==> src/rtl/uart_tx_arb_pkg.sv <==
// Shared definitions for the two-client UART transmit arbiter: state encoding,
// default parameter values and the round-robin pick helper.
package uart_tx_arb_pkg;

  typedef enum logic {
    IDLE = 1'b0,
    BUSY = 1'b1
  } state_t;

  localparam int DEF_DBIT     = 8;
  localparam int DEF_TOUT     = 1024;
  localparam int DEF_TOUT_BIT = 10;

  // Both valid: alternate away from the last owner; otherwise take whoever asks.
  function automatic logic rr_pick(input logic [1:0] valid, input logic last_owner);
    logic pick;
    case (valid)
      2'b11:   pick = ~last_owner;
      2'b10:   pick = 1'b1;
      default: pick = 1'b0;
    endcase
    return pick;
  endfunction

endpackage

==> src/rtl/uart_tx_arb_counter.sv <==
// Free-running mod-M counter with a synchronous clear; used as the arbiter's
// stall-timeout timer.
module counter #(
  parameter int M = 10,
  parameter int N = 4
) (
  input  logic         clk,
  input  logic         reset,
  input  logic         clr,
  output logic [N-1:0] q,
  output logic         max_tick
);

  logic [N-1:0] q_r;

  // Count modulo M; clear wins over counting.
  always_ff @(posedge clk or negedge reset) begin
    if (!reset) begin
      q_r <= {N{1'b0}};
    end else if (clr) begin
      q_r <= {N{1'b0}};
    end else if (q_r == N'(M - 1)) begin
      q_r <= {N{1'b0}};
    end else begin
      q_r <= q_r + N'(1);
    end
  end

  assign q        = q_r;
  assign max_tick = (q_r == N'(M - 1));

endmodule

==> src/rtl/uart_tx_arb.sv <==
// Packet-level round-robin arbiter giving two byte clients exclusive use of a
// UART transmit FIFO, with a stall timeout that drops a hung packet.
module uart_tx_arb
  import uart_tx_arb_pkg::*;
#(
  parameter int DBIT     = DEF_DBIT,
  parameter int TOUT     = DEF_TOUT,
  parameter int TOUT_BIT = DEF_TOUT_BIT
) (
  input  logic            clk,
  input  logic            reset,
  input  logic [1:0]      req_valid,
  input  logic [1:0]      req_last,
  input  logic [DBIT-1:0] req_data0,
  input  logic [DBIT-1:0] req_data1,
  output logic [1:0]      req_ready,
  input  logic            tx_full,
  output logic            wr_uart,
  output logic [DBIT-1:0] w_data,
  output logic            busy,
  output logic            owner,
  output logic            done_tick,
  output logic            abort_tick
);

  state_t              state_r;
  logic                owner_r;
  logic                last_owner_r;
  logic                xfer_s;
  logic                cnt_clr_s;
  logic                cnt_tick_s;
  logic                timeout_s;
  logic [TOUT_BIT-1:0] cnt_q_s;

  // Timer only runs through BUSY cycles that move no byte.
  assign cnt_clr_s = (state_r != BUSY) | xfer_s;

  counter #(
    .M(TOUT),
    .N(TOUT_BIT)
  ) u_tout (
    .clk     (clk),
    .reset   (reset),
    .clr     (cnt_clr_s),
    .q       (cnt_q_s),
    .max_tick(cnt_tick_s)
  );

  assign timeout_s = cnt_tick_s & (cnt_q_s == TOUT_BIT'(TOUT - 1));

  // Datapath handshake: only the owner sees ready, and only while BUSY.
  always_comb begin
    xfer_s     = 1'b0;
    wr_uart    = 1'b0;
    req_ready  = 2'b00;
    w_data     = {DBIT{1'b0}};
    done_tick  = 1'b0;
    abort_tick = 1'b0;
    case (state_r)
      BUSY: begin
        xfer_s             = req_valid[owner_r] & ~tx_full;
        wr_uart            = xfer_s;
        req_ready[owner_r] = ~tx_full;
        w_data             = owner_r ? req_data1 : req_data0;
        done_tick          = xfer_s & req_last[owner_r];
        abort_tick         = ~xfer_s & timeout_s;
      end
      default: begin
        xfer_s = 1'b0;
      end
    endcase
  end

  // Arbitration FSM: grant in IDLE, release on packet end or timeout.
  always_ff @(posedge clk or negedge reset) begin
    if (!reset) begin
      state_r      <= IDLE;
      owner_r      <= 1'b0;
      last_owner_r <= 1'b1;
    end else begin
      case (state_r)
        IDLE: begin
          if (|req_valid) begin
            owner_r <= rr_pick(req_valid, last_owner_r);
            state_r <= BUSY;
          end else begin
            state_r <= IDLE;
          end
        end
        BUSY: begin
          if (done_tick | abort_tick) begin
            state_r      <= IDLE;
            last_owner_r <= owner_r;
          end else begin
            state_r <= BUSY;
          end
        end
        default: begin
          state_r <= IDLE;
        end
      endcase
    end
  end

  assign busy  = (state_r == BUSY);
  assign owner = owner_r;

endmodule

==> config.mk <==
export PLATFORM = sky130hd
export DESIGN_NAME = uart_tx_arb
export DESIGN_NICKNAME = d
export VERILOG_FILES = /design/src/rtl/uart_tx_arb_pkg.sv /design/src/rtl/uart_tx_arb_counter.sv /design/src/rtl/uart_tx_arb.sv
export SDC_FILE = /design/constraint.sdc
export NUM_CORES = 1
export LEC_CHECK = 0
export BUFFER_PORTS_ARGS = -buffer_cell sky130_fd_sc_hd__buf_2
export CAP_MARGIN = 0
export CORE_UTILIZATION = 47
export CTS_CLUSTER_DIAMETER = 80
export DETAILED_ROUTE_END_ITERATION = 8
export GPL_TIMING_DRIVEN = 0
export PLACE_DENSITY = 0.92
export REMOVE_ABC_BUFFERS = 1
export SYNTH_ARGS = -nofsm -noshare
export SYNTH_HDL_FRONTEND = slang
export SYNTH_SLANG_ARGS = --single-unit
==> constraint.sdc <==
create_clock -name clk -period 2.9 [get_ports clk]
set_clock_uncertainty 0.05 [all_clocks]
set_input_delay 0.145 -clock clk [delete_from_list [all_inputs] [get_ports clk]]
set_output_delay 0.145 -clock clk [all_outputs]
set_load 0.005 [all_outputs]
# Word level (Yosys, flattened, before mapping)

Cells that the tools add are included.

Flip-flop bits (word level): 13
Output and inout port bits: 15
Logic and storage cells: 42

Magnitude comparators: 2
Mux-type cells: 18
Add/sub/neg operators: 1
Reduce and logical (&&, ||, !) cells: 4
Equality and inequality tests: 3
Bitwise gates (word level): 10

Operators with widths:

| kind                    | number |
|---|---|
| $mux W10                | 2 |
| $mux W8                 | 2 |
| $add A10 B1 Y10 const B | 1 |
| $eq A10 B10 Y1 const B  | 1 |
| $mux W1                 | 10 |
| $eq A2 B2 Y1 const B    | 2 |
| $not A1 Y1              | 4 |
| $pmux W1 S2             | 2 |
| $reduce_and A2 Y1       | 2 |
| $and A1 B1 Y1           | 3 |
| $and A2 B2 Y2           | 1 |
| $lt A1 B2 Y1 const B    | 1 |
| $mux W2                 | 1 |
| $or A1 B1 Y1            | 2 |
| $reduce_or A2 Y1        | 1 |
| $demux W1 S1            | 1 |
| $ge A1 B1 Y1 const B    | 1 |
| $logic_and A1 B1 Y1     | 1 |

# Depth between registers and ports, before layout

Depth after elaboration: 9
Depth in mapped cells: 5
Depth with buffers taken out: 5

# Cells and area by module

From an unflattened synthesis, not the netlist that was laid out.

Cells, all modules: 94
Area total of the unflattened synthesis: 849.6 um^2

By module, submodules not included:

| module      | area an instance (um^2) | cells each | seq. area each (um^2) | instances |
|---|---|---|---|---|
| counter     | 494.2                   | 50         | 250.2                 | 1 |
| uart_tx_arb | 355.3                   | 44         | 76.3                  | 1 |

# Worst setup path before layout

OpenSTA, ideal clock, no wires.

Kind: reg2reg
From: register u_tout.q_r[0], in the netlist u_tout.q[0]
To: register last_owner_r
Buffers on the path: 0
Path slack: 1.417 ns
Stages on the path, launching flop included: 6
Setup time: 0.082 ns
Arrival: 1.351 ns
Cells stage by stage: dfrtp_1 -> ha_1 -> nand3_1 -> nor2_2 -> a41oi_2 -> mux2_4

Word-level cells in the longest chain between the ends: 5

Ends and longest elaborated chain:

| item                        | line                                         | source |
|---|---|---|
| start, declared             | uart_tx_arb_counter.sv:14                    | `logic [N-1:0] q_r;` |
| start signal, assigned      | uart_tx_arb_counter.sv:19                    | `q_r <= {N{1'b0}};` |
| start signal, assigned      | uart_tx_arb_counter.sv:21                    | `q_r <= {N{1'b0}};` |
| start signal, assigned      | uart_tx_arb_counter.sv:23                    | `q_r <= {N{1'b0}};` |
| $eq A10 B10 Y1              | uart_tx_arb_counter.sv:30, uart_tx_arb.sv:49 |  |
| $and A1 B1 Y1               | uart_tx_arb.sv:66                            | `abort_tick = ~xfer_s & timeout_s;` |
| $mux W1                     | uart_tx_arb.sv:59                            | `case (state_r)` |
| $or A1 B1 Y1                | uart_tx_arb.sv:91                            | `if (done_tick \| abort_tick) begin` |
| $reduce_and A2 Y1 (no line) | n/a                                          |  |
| end signal, assigned        | uart_tx_arb.sv:93                            | `last_owner_r <= owner_r;` |
| end, declared               | uart_tx_arb.sv:28                            | `logic last_owner_r;` |

Every way passes these cells.
A chain may end at the register's enable or synchronous reset.

# Worst setup path in the final report

From: register owner_r, in the netlist owner
To: output port abort_tick

Word-level cells in the longest chain between the ends: 6

Ends and longest elaborated chain:

| item                                        | line              | source |
|---|---|---|
| start, declared                             | uart_tx_arb.sv:27 | `logic owner_r;` |
| start signal, assigned                      | uart_tx_arb.sv:84 | `owner_r <= rr_pick(req_valid, last_owner_r);` |
| $mux W1 (not written as such) (2 in series) | uart_tx_arb.sv:61 | `xfer_s = req_valid[owner_r] & ~tx_full;` |
| $and A1 B1 Y1                               | uart_tx_arb.sv:61 |  |
| $not A1 Y1                                  | uart_tx_arb.sv:66 |  |
| $and A1 B1 Y1                               | uart_tx_arb.sv:66 |  |
| $mux W1                                     | uart_tx_arb.sv:59 |  |
| end, declared                               | uart_tx_arb.sv:23 | `output logic abort_tick` |

Every way passes these cells. The select of a mux whose other input is x is not followed.

==> results.tsv <==
metric	value	unit
swShare	36.2	%
dp_cells	133	
ys_seq_elements	13	
topRoutingLayerUsed	met4	
setup_ws	0.820	ns
min_period	2.08	ns
dieArea	0.00181	sq mm
layout-drive-gt1-share	38.5	%
crit_required	2.71	ns
synth_most_common_cell	nor2_1	
total_power	671	uW
worst_pin_slew	0.616	ns
yosys.area.top_type	dfrtp_1	
die_y	42.6	um
whs	0.0305	ns
path_max_fanout	16	
crit_path_end_kind	output port	
comb_power_share	39.9	%
hold_viol_final	0	
grt_pass1_wl	2.78	mm
finalCritPeriodShare	71.7	%
path_cells	mux2i_1 > o21ai_0 > nor2_1 > buf_2	
ir_drop	0.424	mV
max_cap_viol_count	0	
place_congestion	0.694	
synth_flop_cell	dfrtp_1	
fp-row-count	14	
arrival	1.89	ns
critical_path_class	reg2out	
dp_slack	1.01	ns
rsz0062_at_grt	false	
ys_seq_area_share	42.2	%
viasPerCell	5.20	
crit_buf_inv	1	
ys_top_cells_by_area	dfrtp_1 39%, mux2i_1 12%, nor2_1 10%	
cts_tree	yes	
path_clk_slew	0.09	ns
cts-root-buf	clkbuf_4	
p_per_area	670	mW/mm^2
routed-wl-met3	125	um
yosys_warnings	0	
io_buffers	37	
fin_tns_setup	0	ns
nFillCells	124	
synth_top_area_share	38.8	%
final_nets	147	
status	finished, final reports clean	
clkPwrFrac	16.8	%
setup_viol	0	
wirelength	1.60	mm
finalNonFillerCells	138	
clock-sinks	13	
synthesis.area	774	sq um
slew_violations	0	
ios	38	
hpwl	1.22	mm
cts_setup_buffers	0	
antennaDiodeCount	0	
slew_headroom	59.0	%
cpPeakStageDelay	0.74	ns
switchingPower	243	uW
clock_latency	0.28	ns
drt_iter0_drc	2	
area_delta_synth_final	29.2	%
first_global_vias	730	
p_int	428	uW
synth_edf_count	0	
overflow	0	
crit_path_top_delay_cell	dfrtp_1	
fmax	0.481	GHz
m1WireLength	630	um
crit_path_start_kind	flop	
start_util	50.8	%
hold_class	in2reg	
p_leak	0.524	nW
antenna_left	0	
wl_met2	825	um
critPathTopFamily	flip-flops	
h-tree-depth	1	
die_w	42.6	um
grt_start_max_net_pins	17	
antenna_found_initial	0	
drc_errors	0	
clockBufferDepth	2	
dr_total_vias	718	
avgSynthCellArea	9.45	sq um
synth_cells	82	
synth_commonest_cells	21 x nor2_1, 12 x dfrtp_1, 9 x mux2i_1, 4 x nand3_1, 4 x xor2_1	
synth.distinct_cells	29	
dr.pass1.iters	4	
core	0.00152	sq mm
post_drt_wl_per_cell	11.6	um
track_usage	20.7	%
async_flop_share	100	%
cts_buffers	3	
p_seq_share	43.3	%
kinds of logic after synthesis:
group	count (synthesis)	synth area share (%)
XOR/XNOR	7	7.92
AND/OR/NAND/NOR	37	22.1
buffers and inverters	4	3.07
flip-flops	13	42.2
multiplexers	10	13.6
adder cells (fa/ha/maj)	1	1.62
AO/OA/AOI/OAI	10	9.53
cells in the final DEF (no fill, tap or decap), types with 2 or more instances in the layout:
cell | Yosys | layout
a21oi_1 | 3 | 3
buf_2 | 1 | 37
clkbuf_4 | 0 | 3
dfrtp_1 | 12 | 12
mux2i_1 | 9 | 9
nand2_1 | 3 | 3
nand3_1 | 4 | 4
nand4_1 | 2 | 2
nor2_1 | 21 | 21
o21ai_0 | 2 | 2
xnor2_1 | 3 | 3
xor2_1 | 4 | 4
flip-flops by register name, summed over array words and instances, names as in the netlist:
signal / count
owner: 1
u_tout.q: 10
busy: 1
last_owner_r: 1
metal layers:
layer	global-route usage [%]	vias to the layer above
met5	0	-
met4	8.75	0
met3	7.76	2
met2	37.5	34
met1	20.8	322
li1	-	360
power by group through the flow:
stage	Clock (mW)	Sequential, mW	Combinational (mW)
2_1_floorplan	0	0.281	0.169
3_3_place_gp	0	0.290	0.259
3_5_place_dp	0	0.292	0.269
4_1_cts	0.115	0.291	0.273
5_1_grt	0.120	0.302	0.300
6_report	0.113	0.291	0.268
final timing paths:
kind | cells after the start | to | slack, ns | start
min reg2reg | 1 | u_tout.q[0] | 0.47 | u_tout.q[0]
max | 4 | abort_tick | 0.82 | owner
max reg2reg | 4 | u_tout.q[9] | 0.98 | owner
max in group asynchronous | 2 | last_owner_r | 2.31 | reset
min | 2 | owner | 0.03 | req_valid[0]
min in group asynchronous | 2 | u_tout.q[1] | 0.22 | reset
stage by stage:
stage | area (sq um) | util [%]
2_1_floorplan | 758 | -
3_3_place_gp | 963 | 63.2
3_5_place_dp | 963 | 63.2
4_1_cts | 1000 | 65.7
5_1_grt | 1000 | 65.7
6_report | 1000 | 65.7
cell type report:
| class | instances | area, sq um | area share [%] |
|---|---|---|---|
| multi-input combinational | 65 | 424 | 42.4 |
| sequential | 13 | 327 | 32.6 |
| timing repair buffer | 38 | 195 | 19.5 |
| clock buffer | 3 | 22.5 | 2.25 |
| tap | 16 | 20.0 | 2.00 |
| inverter | 2 | 7.51 | 0.750 |
| clock inverter | 1 | 5.00 | 0.500 |
timing repair:
action | CTS | global route
endpoints found under the hold margin | 13 | 0
hold buffers | 1 | 0
resized for setup | 0 | 0
Power figures use the tool's default switching activity.
